## src/rtl/pipeline_3_memory_pkg.sv

```systemverilog
// Shared definitions for pipeline stage 3 (memory): control-word bit
// positions, the ALU opcode that enables overflow, and the memory FSM states.
package pipeline_3_memory_pkg;

   localparam int CTRL_W      = 22;
   localparam int C_ALUOP_LO  = 6;
   localparam int C_ALUOP_HI  = 7;
   localparam int C_MEM_RD    = 13;
   localparam int C_MEM_WR    = 14;
   localparam int C_SET_FLAGS = 15;
   localparam int C_REG_WR    = 16;
   localparam int C_VALID     = 21;

   localparam logic [1:0] ALUOP_SUB = 2'b01;

   typedef enum logic {
      S_IDLE = 1'b0,
      S_WAIT = 1'b1
   } state_t;

endpackage

```

## src/rtl/pipeline_flag_unit.sv

```systemverilog
// Combinational {Z,N,V} from the ALU result and the sign bits of both
// operands. Overflow is only meaningful for subtraction; other ops give V=0.
module pipeline_flag_unit #(
   parameter int DW = 16
) (
   input  logic [DW-1:0] result_i,
   input  logic          rn_hi_i,
   input  logic          rm_hi_i,
   input  logic          is_sub_i,
   output logic [2:0]    flags_o
);

   logic z, n, v;

   // Sub overflows when operand signs differ and the result sign differs from A.
   always_comb begin
      z       = ~|result_i;
      n       = result_i[DW-1];
      v       = is_sub_i & (rn_hi_i != rm_hi_i) & (result_i[DW-1] != rn_hi_i);
      flags_o = {z, n, v};
   end

endmodule

```

## src/rtl/vDFF.sv

```systemverilog
// Plain register with synchronous active-low clear; enables are built as a
// hold mux in front of d_i by the instantiating module.
module vDFF #(
   parameter int N = 1
) (
   input  logic         clk,
   input  logic         rst,
   input  logic [N-1:0] d_i,
   output logic [N-1:0] q_o
);

   // Clear on rst=0, otherwise load the next value every edge.
   always_ff @(posedge clk) begin
      if (!rst) q_o <= '0;
      else      q_o <= d_i;
   end

endmodule

```

## src/rtl/pipeline_3_memory.sv

```systemverilog
// Pipeline stage 3: latches the execute outputs, drives a variable-latency
// data-memory port, computes status flags and registers the writeback value.
// While an access is outstanding the stage holds and stalls upstream.
module pipeline_3_memory
   import pipeline_3_memory_pkg::*;
#(
   parameter int AW = 16,
   parameter int DW = 16
) (
   input  logic              clk,
   input  logic              rst,
   input  logic [CTRL_W-1:0] control_in,
   input  logic [2:0]        num_Rd_in,
   input  logic [DW-1:0]     data_Rd_in,
   input  logic [DW-1:0]     result_in,
   input  logic              highbit_shifted_Rm_in,
   input  logic              highbit_data_Rn_in,
   output logic              mem_req,
   output logic              mem_we,
   output logic [AW-1:0]     mem_addr,
   output logic [DW-1:0]     mem_wdata,
   input  logic [DW-1:0]     mem_rdata,
   input  logic              mem_ready,
   output logic              stall_out,
   output logic [CTRL_W-1:0] control_out,
   output logic [2:0]        num_Rd_out,
   output logic [DW-1:0]     wb_data_out,
   output logic [2:0]        flags_out
);

   localparam int SW = CTRL_W + 3 + 2*DW + 2;
   localparam int OW = CTRL_W + 3 + DW;

   // ---------------- stage register ----------------
   logic [SW-1:0]     stage_d, stage_q;
   logic [CTRL_W-1:0] ctl;
   logic [2:0]        rd;
   logic [DW-1:0]     rd_data, result;
   logic              rn_hi, rm_hi;

   assign stage_d = stall_out ? stage_q
                              : {control_in, num_Rd_in, data_Rd_in, result_in,
                                 highbit_data_Rn_in, highbit_shifted_Rm_in};

   vDFF #(.N(SW)) u_stage (.clk(clk), .rst(rst), .d_i(stage_d), .q_o(stage_q));

   assign {ctl, rd, rd_data, result, rn_hi, rm_hi} = stage_q;

   logic valid, is_rd, is_wr, mem_op, complete;
   assign valid    = ctl[C_VALID];
   assign is_rd    = ctl[C_MEM_RD];
   assign is_wr    = ctl[C_MEM_WR];
   assign mem_op   = valid & (is_rd | is_wr);
   assign complete = valid & (~mem_op | mem_ready);

   // ---------------- memory FSM ----------------
   state_t state_q, state_d;

   // State register; reset abandons any outstanding access.
   always_ff @(posedge clk) begin
      if (!rst) state_q <= S_IDLE;
      else      state_q <= state_d;
   end

   // Issue in IDLE, hold the request in WAIT until mem_ready completes it.
   always_comb begin
      state_d   = state_q;
      mem_req   = 1'b0;
      stall_out = 1'b0;
      case (state_q)
         S_IDLE: begin
            if (mem_op) begin
               mem_req = 1'b1;
               if (!mem_ready) begin
                  stall_out = 1'b1;
                  state_d   = S_WAIT;
               end
            end
         end
         S_WAIT: begin
            mem_req = mem_op;
            if (!mem_op || mem_ready) state_d   = S_IDLE;
            else                      stall_out = 1'b1;
         end
         default: state_d = S_IDLE;
      endcase
   end

   // Address/data come straight from the held stage register, so they stay
   // stable for the whole wait. A combined RD+WR is treated as a store.
   assign mem_we    = mem_req & is_wr;
   assign mem_addr  = mem_req ? result[AW-1:0] : '0;
   assign mem_wdata = mem_req ? rd_data : '0;

   // ---------------- writeback register ----------------
   logic [DW-1:0] wb_data;
   logic [OW-1:0] out_d, out_q;

   assign wb_data = (is_rd & ~is_wr) ? mem_rdata : result;
   assign out_d   = complete ? {ctl, rd, wb_data} : '0;

   vDFF #(.N(OW)) u_out (.clk(clk), .rst(rst), .d_i(out_d), .q_o(out_q));

   assign {control_out, num_Rd_out, wb_data_out} = out_q;

   // ---------------- flags ----------------
   logic [2:0] flags_calc, flags_d, flags_q;

   pipeline_flag_unit #(.DW(DW)) u_flags (
      .result_i (result),
      .rn_hi_i  (rn_hi),
      .rm_hi_i  (rm_hi),
      .is_sub_i (ctl[C_ALUOP_HI:C_ALUOP_LO] == ALUOP_SUB),
      .flags_o  (flags_calc)
   );

   assign flags_d = (complete & ctl[C_SET_FLAGS]) ? flags_calc : flags_q;

   vDFF #(.N(3)) u_flagreg (.clk(clk), .rst(rst), .d_i(flags_d), .q_o(flags_q));

   assign flags_out = flags_q;

endmodule

```

## config.mk

```make
export PLATFORM = sky130hd
export DESIGN_NAME = pipeline_3_memory
export DESIGN_NICKNAME = d
export VERILOG_FILES = /design/src/rtl/pipeline_3_memory_pkg.sv /design/src/rtl/pipeline_flag_unit.sv /design/src/rtl/vDFF.sv /design/src/rtl/pipeline_3_memory.sv
export SDC_FILE = /design/constraint.sdc
export NUM_CORES = 1
export LEC_CHECK = 0
export ABC_AREA = 0
export CAP_MARGIN = 25
export CORE_MARGIN = 3
export CORE_UTILIZATION = 45
export CTS_BUF_LIST = sky130_fd_sc_hd__clkbuf_4
export CTS_CLUSTER_SIZE = 25
export DETAILED_ROUTE_END_ITERATION = 8
export GPL_TIMING_DRIVEN = 0
export PLACE_DENSITY = 0.89
export SLEW_MARGIN = 5
export SYNTH_ARGS = -nofsm -noshare
export SYNTH_HDL_FRONTEND = slang
export SYNTH_HIERARCHICAL = 1
export SYNTH_SLANG_ARGS = --single-unit
export TNS_END_PERCENT = 20
```

## constraint.sdc

```tcl
create_clock -name clk -period 2.8 [get_ports clk]
set_input_delay 0.84 -clock clk [delete_from_list [all_inputs] [get_ports clk]]
set_output_delay 0.84 -clock clk [all_outputs]
set_load 0.01 [all_outputs]
```

==> impl_metrics.ini <==
[routing]
vias_per_cell = 4.78
drtIter0Drc = 104
drt_pass1_iterations = 4
wire_per_inst_um = 15.7
ant_nets = 0
wirelength_mm = 11.4
vias = 3478
drc = 0

[setup_path]
critPathKind = flip-flop to primary output
required_ns = 1.96
worst_setup_path_start_kind = flip-flop
critPathMaxFanout = 10
cp.arrival_ns = 1.92
ff2ff_path_depth = 7
end_kind = primary output

[floorplanning]
start_util_pct = 46.8
die_y_um = 107
core_area_um2 = 9910
die-area_um2 = 11600
die_x_um = 107
floorplan.rows = 36
ios = 157

[clock_network]
cts_tree = built
numClockSinks = 103
worstSkewPairLatency_ns = 0.42
cts_buffers = 9
cts_hold_buf = 0
cts-root-buf = clkbuf_4
clk_pin_slew_worst_paths_ns = 0.15
htreeDepth = 3
clock_path_buffers = 2

[global_route]
grt_pass1_wl_mm = 18.1
antenna_found_initial = 0
grt-ovfl-total = 0
grt_max_degree = 17
grt_pass1_vias = 3690
grt_util_all_layers_pct = 19.8

[yosys]
synth_area_leader_cell = dfxtp_1
synth_area_leaders = dfxtp_1 (44%), mux2_4 (18%), and2_1 (11%), and2_2 (9.2%), and3_1 (3.2%)
netlist_instances = 423
ys_ff_latch = 103
yosysSeqAreaShare_pct = 44.5
avgSynthCellArea_um2 = 11.0
synth_cell_type_count = 28
yosysWarnings = 6
syn-cell-area_um2 = 4630
synth_top_area_share_pct = 44.5
synth_nets = 501

[pwr]
leakagePower_nw = 3.03
ir_drop_v = 0.000283
p_per_area_nw_per_um2 = 421
p_total_mw = 2.76

[finish]
final_cell_mix = clkdlybuf4s50_1 (130), dfxtp_1 (101), and2_1 (79)
finalNetCount = 668
area_delta_synth_final_pct = 41.3
n_fill_cell = 776
final_layout_size_suffix_gt1_share_pct = 27.9
diodes = 0
seq_area_um2 = 2060
final_common_cell = clkdlybuf4s50_1
final_core_util_pct = 66.1
multi_input_area_um2 = 2300

[sta]
slew_violations = 0
finalSetupViolCount = 0
max_clock_freq_mhz = 362
fin_skew_ns = 0.0162
slew_headroom_pct = 64.7
layout_min_cycle_time_ns = 2.76
worstMarginPinSlew_ns = 0.528
hold_viol = 0
finalCritPeriodShare_pct = 98.6
rsz0062_at_grt = yes

[placed_design]
dp_hpwl_mm = 8.65
gp_congestion = 0.798
numPortBuffers = 156

[min_path]
min_path_type = flip-flop to flip-flop
whs_path_depth = 2

[flow_run]
drv_cap = 0

[run_status]
status = complete, no violations
==> critical path, stage by stage, from the launching register on <==
cell             delay (ns)
dfxtp_1                0.35
buf_6                  0.14
o21a_4                 0.19
buf_4                  0.17
and2_1                 0.14
clkdlybuf4s50_1        0.53
==> state kept, by name, summed over array words and instances (netlist names) <==
register and cells:
u_stage/q_o 59, u_out/q_o 41, u_flagreg/q_o 3
==> kinds of logic after synthesis <==
family / share of synthesized area, %
and+or+nand+nor: 27.8
DFF: 44.5
muxes: 19.4
buffers and inverters: 6.07
AOI/OAI and AO/OA: 2.24
==> per-layer routing <==
layer	GRT usage [%]	up-vias	wire (µm)
met4	6.31	0	201
li1	-	1709	-
met1	23.6	1616	4880
met5	0	-	0
met3	4.08	21	706
met2	35.3	132	5650
==> worst paths after layout <==
check / to / slack (ns) / startpoint
max: mem_addr[2] / 0.04 / u_stage/q_o[58]$_SDFF_PN0_
min: u_stage/q_o[35]$_SDFF_PN0_ / 0.60 / u_stage/q_o[35]$_SDFF_PN0_
max reg2reg: u_stage/q_o[47]$_SDFF_PN0_ / 1.06 / u_stage/q_o[58]$_SDFF_PN0_
min reg2reg: u_stage/q_o[35]$_SDFF_PN0_ / 0.60 / u_stage/q_o[35]$_SDFF_PN0_
==> per-stage QoR <==
stage / setup WS, ns / instances / hold WS (ns) / setup TNS, ns / area [µm²]
after global placement: -0.402 / 712 / 0.566 / -0.402 / 6360
after global routing: -0.0782 / 727 / 0.621 / -0.428 / 6550
final: 0.0397 / 727 / 0.605 / 0 / 6550
after detailed placement: -0.401 / 712 / 0.569 / -0.401 / 6360
after CTS: -0.0602 / 727 / 0.609 / -0.767 / 6510
after floorplan: 0.725 / 423 / 0.553 / 0 / 4630
==> timing repair <==
| action | CTS | global route |
|---|---|---|
| resized for setup | 26 | 17 |
| buffers inserted | 0 | 0 |
| pin swaps | 0 | 0 |
| cloned | 0 | 0 |
| setup endpoints to repair | 35 | 19 |
==> power by group <==
group	switching [mW]	leakage [nW]	total, mW	internal, mW
clock	0.467	0.0689	0.747	0.280
sequential	0.0421	0.848	1.57	1.53
combinational	0.150	2.12	0.440	0.291
==> Yosys cell counts, drive strengths merged <==
master and n:
a21boi 1, a21oi 16, and2 136, and2b 1, and3 24, and4 1, buf 15, clkbuf 19
dfxtp 103, inv 1, mux2 61, nand2 33, nand2b 1, nand3b 1, nor2b 2, nor4 4
o21a 1, o21bai 1, or2 1, or3b 1
==> cell type report <==
type | count | area share [%]
plain buffers | 34 | 4.66
clock buffers | 10 | 1.15
clock inverters | 5 | 0.898
inverters | 1 | 0.0573
multi-input cells | 285 | 35.1
flip-flops and latches | 103 | 31.5
well taps | 133 | 2.54
repair buffers | 156 | 24.1
No activity file was read; power rests on OpenSTA's default activity.
